**config.mk**
```make
export PLATFORM = sky130hd
export DESIGN_NAME = pipelined_add_sub
export DESIGN_NICKNAME = d
export VERILOG_FILES = /design/src/rtl/pipelined_add_sub.sv
export SDC_FILE = /design/constraint.sdc
export NUM_CORES = 1
export LEC_CHECK = 0
export CAP_MARGIN = 15
export CORE_ASPECT_RATIO = 1.75
export CORE_MARGIN = 2
export CORE_UTILIZATION = 30
export CTS_BUF_LIST = sky130_fd_sc_hd__clkbuf_4 sky130_fd_sc_hd__clkbuf_8
export CTS_CLUSTER_DIAMETER = 30
export DETAILED_ROUTE_END_ITERATION = 8
export SKIP_CTS_REPAIR_TIMING = 1
export SLEW_MARGIN = 30
export SYNTH_ARGS = -nofsm -noshare
export SYNTH_HDL_FRONTEND = slang
export SYNTH_SLANG_ARGS = --single-unit
```
**constraint.sdc**
```tcl
create_clock -name clk -period 3 [get_ports clk]
set_input_delay 0.3 -clock clk [delete_from_list [all_inputs] [get_ports clk]]
set_output_delay 0.3 -clock clk [all_outputs]
set_load 0.01 [all_outputs]
```
**src/rtl/pipelined_add_sub.sv**
```systemverilog
// Pipelined adder/subtractor: operands are captured on acceptance, then summed one
// WIDTH/STAGES-bit slice per stage with a registered carry between slices.
`timescale 1ns/1ps

module pipelined_add_sub #(
  parameter int WIDTH  = 16,
  parameter int STAGES = 4
) (
  input  logic             clk,
  input  logic             rst,
  input  logic             in_valid,
  output logic             in_ready,
  input  logic [WIDTH-1:0] a,
  input  logic [WIDTH-1:0] b,
  input  logic             cin,
  input  logic             sub,
  output logic             out_valid,
  input  logic             out_ready,
  output logic [WIDTH-1:0] sum,
  output logic             cout,
  output logic             ovf
);

  localparam int SW = WIDTH / STAGES;

  logic             advance;
  logic [WIDTH-1:0] a_r;
  logic [WIDTH-1:0] b_r;
  logic             c_r;
  logic             v_r;

  // The whole pipe moves together; it only freezes while a finished result waits.
  assign advance  = !out_valid || out_ready;
  assign in_ready = advance;

  always_ff @(posedge clk or posedge rst) begin
    if (rst) begin
      v_r <= 1'b0;
    end else if (advance) begin
      v_r <= in_valid;
    end
  end

  // NOTE: datapath registers carry no reset; their contents are ignored until the
  // matching valid bit, which is reset, marks them as live.
  always_ff @(posedge clk) begin
    if (advance && in_valid) begin
      a_r <= a;
      b_r <= sub ? ~b : b;
      c_r <= sub ? ~cin : cin;
    end
  end

  for (genvar k = 0; k < STAGES; k++) begin : g_stage
    // Operand bits still to be summed (slice k and above) and the sum built so far.
    localparam int RW = WIDTH - k * SW;

    logic [RW-1:0]       a_d;
    logic [RW-1:0]       b_d;
    logic                c_d;
    logic                v_d;
    logic [SW:0]         slice;
    logic [k*SW+SW-1:0]  s_n;

    if (k == 0) begin : g_src
      assign a_d = a_r;
      assign b_d = b_r;
      assign c_d = c_r;
      assign v_d = v_r;
      assign s_n = slice[SW-1:0];
    end else begin : g_src
      assign a_d = g_stage[k-1].g_mid.a_q;
      assign b_d = g_stage[k-1].g_mid.b_q;
      assign c_d = g_stage[k-1].g_mid.c_q;
      assign v_d = g_stage[k-1].g_mid.v_q;
      assign s_n = {slice[SW-1:0], g_stage[k-1].g_mid.s_q};
    end

    assign slice = {1'b0, a_d[SW-1:0]} + {1'b0, b_d[SW-1:0]} + {{SW{1'b0}}, c_d};

    if (k < STAGES - 1) begin : g_mid
      logic [RW-SW-1:0]   a_q;
      logic [RW-SW-1:0]   b_q;
      logic [k*SW+SW-1:0] s_q;
      logic               c_q;
      logic               v_q;

      always_ff @(posedge clk or posedge rst) begin
        if (rst) begin
          v_q <= 1'b0;
        end else if (advance) begin
          v_q <= v_d;
        end
      end

      always_ff @(posedge clk) begin
        if (advance && v_d) begin
          a_q <= a_d[RW-1:SW];
          b_q <= b_d[RW-1:SW];
          s_q <= s_n;
          c_q <= slice[SW];
        end
      end
    end else begin : g_last
      // Top slice: its operand MSBs are the word MSBs, so signed overflow is decided here.
      always_ff @(posedge clk or posedge rst) begin
        if (rst) begin
          out_valid <= 1'b0;
          sum       <= '0;
          cout      <= 1'b0;
          ovf       <= 1'b0;
        end else if (advance) begin
          out_valid <= v_d;
          if (v_d) begin
            sum  <= s_n;
            cout <= slice[SW];
            ovf  <= (a_d[SW-1] == b_d[SW-1]) && (slice[SW-1] != a_d[SW-1]);
          end
        end
      end
    end
  end

endmodule

```
## Word level (Yosys, flattened, before mapping)

Cells that the tools add are included.

- Add/subtract/negate cells: 8
- Mux-type cells: 2
- Equal/unequal tests: 2
- Bitwise operators: 2
- Reduce and logical (&&, ||, !) cells: 8

Operators by type and width:

| kind | number |
|---|---|
| adder 4 x 4 -> 5 bit | 4 |
| adder 5 x 1 -> 5 bit | 4 |
| two-way mux 16 bit | 1 |
| NOT 16 bit | 1 |
| logical AND 1 bit | 5 |
| AND reduction 2 bit | 1 |
| equality test 1 bit | 1 |
| logical NOT 1 bit | 1 |
| logical OR 1 bit | 1 |
| two-way mux 1 bit | 1 |
| inequality test 1 bit | 1 |
| NOT 1 bit | 1 |

- Input port bits: 38
- Output and inout port bits: 20
- Bits in registers: 131
- Logic and storage cells: 45

## Logic depth before layout (Yosys ltp)

Gate-level depths: netlist (run 1).

- Word-level depth: 4
- Depth in mapped cells: 6
- Gate-level depth less buffers: 6

## Worst setup path after synthesis (run 1)

OpenSTA, ideal clock, no wires.

- Path type: reg-to-reg
- From: register out_valid
- To: register a_r[0] (enable)
- Period minus slack after synthesis: 1.976 ns
- Cell stages (with the launch flop): 5
- Setup time: 0.394 ns
- Arrival time: 1.582 ns
- Path buffers: 1
- Path slack: 1.024 ns
- Required time: 2.606 ns
- Path through: dfrtp_1 -> nor2b_4 -> buf_6 -> inv_8 -> and2_1

- Word-level cells in the longest chain between the ends: 3

RTL lines:

| element | line | RTL |
|---|---|---|
| from (decl) | 17 | `output logic out_valid,` |
| from (signal assigned) | 113 | `out_valid <= v_d;` |
| logical NOT 1 bit | 33 | `assign advance = !out_valid \|\| out_ready;` |
| logical OR 1 bit | 33 |  |
| named net in_ready | 12 | `output logic in_ready,` |
| logical AND 1 bit | 47 | `if (advance && in_valid) begin` |
| to (signal assigned) | 48 | `a_r <= a;` |
| to (decl) | 27 | `logic [WIDTH-1:0] a_r;` |

The timed path passes the listed nets, and every way through them passes these cells.
A chain may end at the register's enable or synchronous reset.

## Worst setup path in the final report (run 1)

- From: register out_valid
- To: output in_ready

- Word-level cells in the longest chain between the ends: 2

RTL lines:

| element | line |
|---|---|
| logical NOT 1 bit | 33 |
| logical OR 1 bit | 33 |
| to (decl) | 12 |

No other way between the ends.

==> results of run 1 <==
## logic make-up after synthesis
kind of cell / count (synthesis)
flops: 131
buf+inv: 15
compound gates: 30
fa+ha+maj: 20
simple gates: 12
mux: 14
xor+xnor: 24
## sequential cells by signal (all words and copies together), names as in the netlist
register	cells
g_stage.g_mid.a_q	24
out_valid	1
g_stage.g_mid.c_q	3
cout	1
g_stage.v_d	1
g_stage.g_mid.v_q	3
c_r	1
b_r	16
g_stage.g_mid.s_q	24
a_r	16
sum	16
g_stage.g_mid.b_q	24
ovf	1
## worst max-delay path by stage
stage,to,slack (ns),depth (start not counted)
after floorplan,a_r[0],1.02,4
after global placement,g_stage[1].g_mid.a_q[1],0.79,4
after detailed placement,g_stage[2].g_mid.s_q[10],0.88,4
after CTS,in_ready,1.01,3
after global routing,in_ready,0.96,3
final,in_ready,1.05,3
## layout make-up
| class | instances | area (µm²) | area share, % |
|---|---|---|---|
| tap | 189 | 236 | 3.90 |
| clock buffer | 18 | 241 | 3.99 |
| inverter | 11 | 48.8 | 0.806 |
| clock inverter | 14 | 153 | 2.52 |
| multi-input combinational | 100 | 977 | 16.1 |
| sequential | 131 | 3820 | 63.1 |
| timing repair buffer | 59 | 581 | 9.59 |
## power groups by stage
stage / Sequential (mW) / Combinational, mW / Clock (mW)
floorplan: 2.96 / 0.816 / 0
global placement: 2.94 / 1.33 / 0
detailed placement: 2.96 / 1.37 / 0
CTS: 2.92 / 1.37 / 1.49
global route: 2.97 / 1.50 / 1.56
finish: 2.91 / 1.34 / 1.43
## metrics by stage
step                      area [µm²]  util [%]  instances  total power [mW]
final                           6060      38.1        522              5.68
after global routing            6060      38.1        522              6.03
after CTS                       6060      38.2        522              5.78
after detailed placement        5670      35.7        490              4.33
after global placement          5670      35.7        490              4.27
after floorplan                 4880         -        246              3.78
## Yosys cell counts, drive strengths merged
cell type    n  area (µm²)
nor2b        3        26.3
buf          4        36.3
nand3        1        5.00
and2         4        25.0
xor2        18         158
fa           8         160
o41ai        1        16.3
ha          12         150
a21oi        5        25.0
nand2        2        23.8
a211oi       2        15.0
a21boi       2        15.0
a21o        11        82.6
inv         11        48.8
edfxtp     108        3240
o31ai        1        7.51
xnor2        6        52.6
mux2        14         161
nand2b       2        12.5
dfrtp       23         576
o21ai        8        40.0
## routing by layer
metal / wire (µm) / global-route usage (%) / up-vias
met1: 2340 / 7.96 / 1055
li1: - / - / 1060
met2: 3630 / 14.4 / 56
met4: 153 / 5.14 / 0
met3: 294 / 2.83 / 10
met5: 0 / 0 / -
==> results.yml, run 1 <==
floorplan:
  row_count: 61
  dieHeight_um: 173
  die_x_um: 100
  start_util_pct: 30.7
  core_mm2: 0.0159
  die_area_mm2: 0.0173
  ioPinCount: 58
setup_path:
  r2r-end: "g_stage[1].g_mid.c_q"
  worst_setup_path_start_kind: "flop"
  rrSetupSlack_ns: 1.14
  cp.arrival_ns: 1.65
  cp.required_ns: 2.70
  crit_buf_inv: 2
  cp_max_fo: 9
  crit_path_top_delay_cell: "clkdlybuf4s50_1"
  worstSetupEndpointType: "output port"
  critical_path.cell_chain: "nor2b_4 > inv_8 > clkdlybuf4s50_1"
  worstSetupPathType: "reg -> out"
  path_delay_family: "buffers and inverters"
  rr_worst_depth: 4
  slowest_delay_ns: 0.51
  r2r-start: "g_stage[0].g_mid.a_q[0]"
  critPathLaunch: "out_valid"
power_and_ir_drop:
  power_density_mw_per_mm2: 938
  p_seq_share_pct: 51.2
  combPwrFrac_pct: 23.5
  p_sw_share_pct: 27.0
  leakage_nw: 2.24
  clkPwrFrac_pct: 25.3
  switchingPower_mw: 1.53
  peakVddDrop_v: 0.000387
  power.internal_mw: 4.15
clocking:
  clock_sinks: 131
  clockBufferDepth: 2
  cts_tree: "done"
  cts_buffers: 17
  htree_levels: 4
  clk_latency_ns: 0.42
  clockRootBuffer: "clkbuf_8"
  clk_pin_slew_ns: 0.07
timing:
  rsz0062_at_grt: "false"
  finalCriticalPeriod_ns: 1.95
  fmax_mhz: 513
  fin_skew_ns: 0.0101
  worst_pin_slew_ns: 0.880
  whs_ns: 0.244
  hold_viol_final: 0
  finalCritPeriodShare_pct: 65.0
  final_max_slew_viol_count: 0
  setup_slack_ns: 1.05
  fin_tns_setup_ns: 0
  setup_viol: 0
  relSlewSlack_pct: 41.4
final_layout:
  final_nets: 378
  areaGrowthSynthToFinish_pct: 24.1
  layout.cells.most_common: "edfxtp_1"
  final_cell_mix: "edfxtp_1, clkdlybuf4s50_1, dfrtp_1"
  drive_above_1_share_pct: 16.2
  antenna_cells: 0
  nFillCells: 1483
run_status:
  status: "completed"
synthesis:
  synth_cell_types: 27
  synth-compound-area-share_pct: 4.13
  ys_seq_area_share_pct: 78.3
  synth_top_family_by_area: "adder cells"
  syn_area_mm2: 0.00488
  synth-seq-cells: 131
  synth.net_count: 304
  synthAdderAreaFrac_pct: 6.36
  synthSimpleGateAreaFrac_pct: 1.90
  synth-xor-area-share_pct: 4.31
  syn_area_per_cell_um2: 19.8
  synth.area.mux_share_pct: 3.31
  synthCells: 246
  yosysWarnings: 0
detailed_routing:
  drtPass1Iterations: 4
  drt-vias-per-instance: 4.18
  routedWlPerCell_um: 12.3
  wl_mm: 6.41
  num_vias: 2181
  postRouteAntennaNets: 0
  drt_iter0_drc: 75
  drc: 0
global_routing:
  antenna_found_initial: 0
  grt_pass1_wl_mm: 10.7
  grtUsageTotal_pct: 8.19
  overflow: 0
  grt_pass1_vias: 2319
  grt_max_degree: 33
worst_hold_path:
  hp-class: "in -> async"
placed_design:
  dp_hpwl_mm: 4.74
  dp_worst_setup_slack_ns: 0.884
  gp_congestion: 0.736
  port-buffer-count: 57
flow_run:
  cap_viol_max_count: 0
Note: power is estimated with default switching activity, not from simulation.
==> inputs of run 2 (changes only) <==
==> constraint.sdc (replaced) <==
create_clock -name clk -period 2 [get_ports clk]
set_input_delay 0.2 -clock clk [delete_from_list [all_inputs] [get_ports clk]]
set_output_delay 0.2 -clock clk [all_outputs]
set_load 0.01 [all_outputs]
==> results.yml, run 2 (synthesized netlist as in run 1, its figures left out) <==
clocking:
  clock_sinks: 131
  clockBufferDepth: 2
  cts_tree: "done"
  clk_latency_ns: 0.42
  htree_levels: 4
  cts_buffers: 17
  clk_pin_slew_ns: 0.07
  clockRootBuffer: "clkbuf_8"
global_routing:
  grt_pass1_vias: 2357
  overflow: 0
  antenna_found_initial: 0
  grt_pass1_wl_mm: 11.0
  grt_max_degree: 35
  grtUsageTotal_pct: 8.43
power_and_ir_drop:
  power_density_mw_per_mm2: 1420
  peakVddDrop_v: 0.000484
  leakage_nw: 2.29
  total_power_mw: 8.68
timing:
  hold_viol_final: 0
  setup_slack_ns: 0.133
  fin_tns_setup_ns: 0
  finalCritPeriodShare_pct: 93.4
  setup_viol: 0
  fin_skew_ns: 0.00944
  relSlewSlack_pct: 75.5
  final_max_slew_viol_count: 0
  worst_pin_slew_ns: 0.367
  rsz0062_at_grt: "false"
  finalCriticalPeriod_ns: 1.87
  fmax_mhz: 536
final_layout:
  final_cell_mix: "edfxtp_1, clkdlybuf4s50_1, dfrtp_1"
  final_nets: 383
  areaGrowthSynthToFinish_pct: 25.5
  antenna_cells: 0
  final_cells: 526
  layout.cells.most_common: "edfxtp_1"
  top_regs: "g_stage.g_mid.a_q x24, g_stage.g_mid.b_q x24, g_stage.g_mid.s_q x24"
  drive_above_1_share_pct: 15.4
floorplan:
  row_count: 61
  core_mm2: 0.0159
  die_area_mm2: 0.0173
  die_x_um: 100
  ioPinCount: 58
  dieHeight_um: 173
  start_util_pct: 30.7
placed_design:
  dp_worst_setup_slack_ns: 0.138
  port-buffer-count: 57
  dp_cells: 495
  gp_congestion: 0.730
  dp_hpwl_mm: 4.76
setup_path:
  r2r-end: "g_stage[1].g_mid.c_q"
  crit_path_top_delay_cell: "fa_1"
  worstSetupEndpointType: "flop"
  rrSetupSlack_ns: 0.13
  critical_path.cell_chain: "fa_1 > fa_1 > a21o_1 > a21o_1"
  rr_worst_depth: 4
  cp.required_ns: 2.17
  worst_setup_path_start_kind: "flop"
  cp_max_fo: 2
  slowest_delay_ns: 0.46
  r2r-start: "g_stage[0].g_mid.a_q[0]"
  worstSetupPathType: "reg -> reg"
  cp.arrival_ns: 2.04
flow_run:
  cap_viol_max_count: 0
run_status:
  status: "completed"
detailed_routing:
  num_vias: 2182
  routedWlPerCell_um: 12.3
  drc: 0
  postRouteAntennaNets: 0
  wl_mm: 6.49
  drt-vias-per-instance: 4.15
  drt_iter0_drc: 75
  drtPass1Iterations: 4
worst_hold_path:
  hp-class: "in -> async"
[run 2: worst max-delay path by stage]
stage                                  from              endpoint  slack (ns)
floorplan                         out_valid                a_r[0]        0.02
global placement    g_stage[0].g_mid.a_q[0]  g_stage[1].g_mid.c_q        0.15
detailed placement  g_stage[0].g_mid.a_q[0]  g_stage[1].g_mid.c_q        0.14
CTS                               out_valid              in_ready        0.12
global route        g_stage[0].g_mid.a_q[0]  g_stage[1].g_mid.c_q        0.05
finish              g_stage[0].g_mid.a_q[0]  g_stage[1].g_mid.c_q        0.13
[run 2: routing by layer]
metal,vias up,part of all wire [%],global-route usage [%]
li1,1068,-,-
met1,1048,36,8.04
met2,53,56,14.9
met3,13,4.8,3.44
met4,0,2.7,4.79
met5,-,0,0
[run 2: worst max-delay path: cells and delay by family, from the launching register on]
family / cells / cell delay [ns]
compound gates: 2 / 0.33
fa+ha+maj: 2 / 0.88
flops: 1 / 0.40
[run 2: metrics by stage]
stage	utilization [%]	hold WS [ns]	area [µm²]
final	38.6	0.115	6120
after global routing	38.6	0.132	6120
after CTS	38.6	0.0965	6120
after detailed placement	36.0	0.405	5720
after global placement	36.0	0.401	5720
after floorplan	-	0.202	4880
[run 2: final cells by class]
cell class,count,area [µm²]
clock buffer,18,241
clock inverter,13,166
fill,1480,9750
inverter,11,48.8
multi-input combinational,100,976
sequential,131,3820
tap,189,236
timing repair buffer,64,636
[run 2: power breakdown]
part | total, mW | internal [mW] | switching, mW
Combinational | 2.07 | 1.07 | 0.998
Clock | 2.25 | 1.34 | 0.909
Sequential | 4.36 | 4.05 | 0.300
==> inputs of run 3 (changes only) <==
--- a/config.mk
+++ b/config.mk
@@ -7,7 +7,6 @@
 export LEC_CHECK = 0
 export CAP_MARGIN = 15
 export CORE_ASPECT_RATIO = 1.75
-export CORE_MARGIN = 2
 export CORE_UTILIZATION = 30
 export CTS_BUF_LIST = sky130_fd_sc_hd__clkbuf_4 sky130_fd_sc_hd__clkbuf_8
 export CTS_CLUSTER_DIAMETER = 30
==> results.yml, run 3 (synthesized netlist as in run 1, its figures left out) <==
placed_design:
  dp_worst_setup_slack_ns: 0.125
  gp_congestion: 0.715
  port-buffer-count: 57
  dp_hpwl_mm: 4.79
run_status:
  status: "complete, but fails checks"
  violations: "DRC"
setup_path:
  path_delay_family: "adder cells"
  crit_buf_inv: 0
  critical_path.cell_chain: "fa_1 > fa_1 > a21o_1 > a21oi_1 > o21ai_0"
  rrSetupSlack_ns: 0.14
  r2r-start: "g_stage[2].g_mid.a_q[0]"
  worstSetupPathType: "reg -> reg"
  worst_setup_path_start_kind: "flop"
  r2r-end: "cout"
  rr_worst_depth: 5
  crit_path_top_delay_cell: "fa_1"
  cp.arrival_ns: 2.15
  cp.required_ns: 2.29
  slowest_delay_ns: 0.49
  cp_max_fo: 3
  crit_path_frequent_cell: "fa_1"
  worstSetupEndpointType: "flop"
final_layout:
  final_nets: 383
  nFillCells: 1514
  multi_input_area_um2: 976
  regArea_mm2: 0.00382
  final_cell_mix: "edfxtp_1, clkdlybuf4s50_1, dfrtp_1"
  top_regs: "g_stage.g_mid.a_q x24, g_stage.g_mid.b_q x24, g_stage.g_mid.s_q x24"
  areaGrowthSynthToFinish_pct: 24.1
  drive_above_1_share_pct: 16.3
  layout.cells.most_common: "edfxtp_1"
  antenna_cells: 0
floorplan:
  die_area_mm2: 0.0168
  die_x_um: 98.4
  start_util_pct: 30.7
  ioPinCount: 58
  core_mm2: 0.0159
  dieHeight_um: 171
  row_count: 61
clocking:
  clk_latency_ns: 0.41
  clk_pin_slew_ns: 0.08
  cts_tree: "done"
  clockRootBuffer: "clkbuf_8"
  clock_sinks: 131
  cts_buffers: 17
  clockBufferDepth: 2
  htree_levels: 4
global_routing:
  grtUsageMet3_pct: 3.15
  gr-max-usage-layer: "met2"
  overflow: 0
  antenna_found_initial: 0
  grt_use_met1_pct: 8.22
  grt_max_degree: 35
  grt_pass1_vias: 2344
  grtUsageMet2_pct: 16.0
  grt_pass1_wl_mm: 10.9
  grtUsageTotal_pct: 8.72
power_and_ir_drop:
  leakage_nw: 2.25
  power_density_mw_per_mm2: 1370
  peakVddDrop_v: 0.000402
timing:
  final_max_slew_viol_count: 0
  setup_slack_ns: 0.136
  fmax_mhz: 536
  rsz0062_at_grt: "false"
  setup_viol: 0
  fin_skew_ns: 0.00743
  finalCritPeriodShare_pct: 93.2
  fin_tns_setup_ns: 0
  relSlewSlack_pct: 75.6
  hold_viol_final: 0
  finalCriticalPeriod_ns: 1.86
  worst_pin_slew_ns: 0.366
detailed_routing:
  num_vias: 2174
  drc: 1
  postRouteAntennaNets: 0
  drt_iter0_drc: 85
  wl_mm: 6.54
  drtPass1Iterations: 9
  drt-vias-per-instance: 4.13
  routedWlPerCell_um: 12.4
flow_run:
  cap_viol_max_count: 0
worst_hold_path:
  hp-class: "in -> async"
run 3: cell types whose count changed in the layout (fill, tap and decap cells not counted), sizes merged:
cell,change
bufinv,-4
clkinvlp,+1
inv,+4
clkbuf,-1
clkinv,+1
run 3: worst max path at each step:
stage          slack [ns]                    start                    to  cells after the start
2_1_floorplan        0.02                out_valid                a_r[0]                      4
3_3_place_gp         0.16  g_stage[0].g_mid.a_q[0]  g_stage[1].g_mid.c_q                      4
3_5_place_dp         0.13  g_stage[0].g_mid.a_q[0]  g_stage[1].g_mid.c_q                      4
4_1_cts              0.11                out_valid              in_ready                      3
5_1_grt              0.05  g_stage[2].g_mid.a_q[0]                  cout                      5
6_report             0.14  g_stage[2].g_mid.a_q[0]                  cout                      5
run 3: power by group:
group | switching (mW) | internal, mW | leakage (nW)
clock network | 1.02 | 0.861 | 0.172
registers | 0.303 | 4.05 | 1.30
logic | 1.01 | 1.07 | 0.779
total | 2.33 | 5.99 | 2.25
run 3: per-layer routing:
| layer | share of wire, % | up-vias |
|---|---|---|
| met4 | 2.3 | 0 |
| met2 | 56 | 51 |
| li1 | - | 1070 |
| met5 | 0 | - |
| met3 | 4.0 | 9 |
| met1 | 37 | 1044 |
run 3: worst reg2reg max path, delay by kind of cell, from the launching register on:
family | cells | cell delay (ns)
compound gates | 3 | 0.41
fa+ha+maj | 2 | 0.92
flops | 1 | 0.40
run 3: stage by stage:
step | total power [mW] | instance area (µm²) | hold WS [ns] | utilization, % | cells
final | 8.32 | 6060 | 0.119 | 38.2 | 527
after global routing | 8.85 | 6060 | 0.164 | 38.2 | 527
after CTS | 8.48 | 6060 | 0.103 | 38.2 | 527
after detailed placement | 6.57 | 5720 | 0.405 | 36.0 | 495
after global placement | 6.44 | 5720 | 0.401 | 36.0 | 495
after floorplan | 5.67 | 4880 | 0.202 | - | 246
run 3: area by class of cell:
class                   instances  area share (%)
flip-flops and latches        131            63.0
multi-input cells             100            16.1
repair buffers                 64            10.5
well taps                     189            3.90
clock buffers                  17            3.86
clock inverters                15            1.78
inverters                      11           0.806
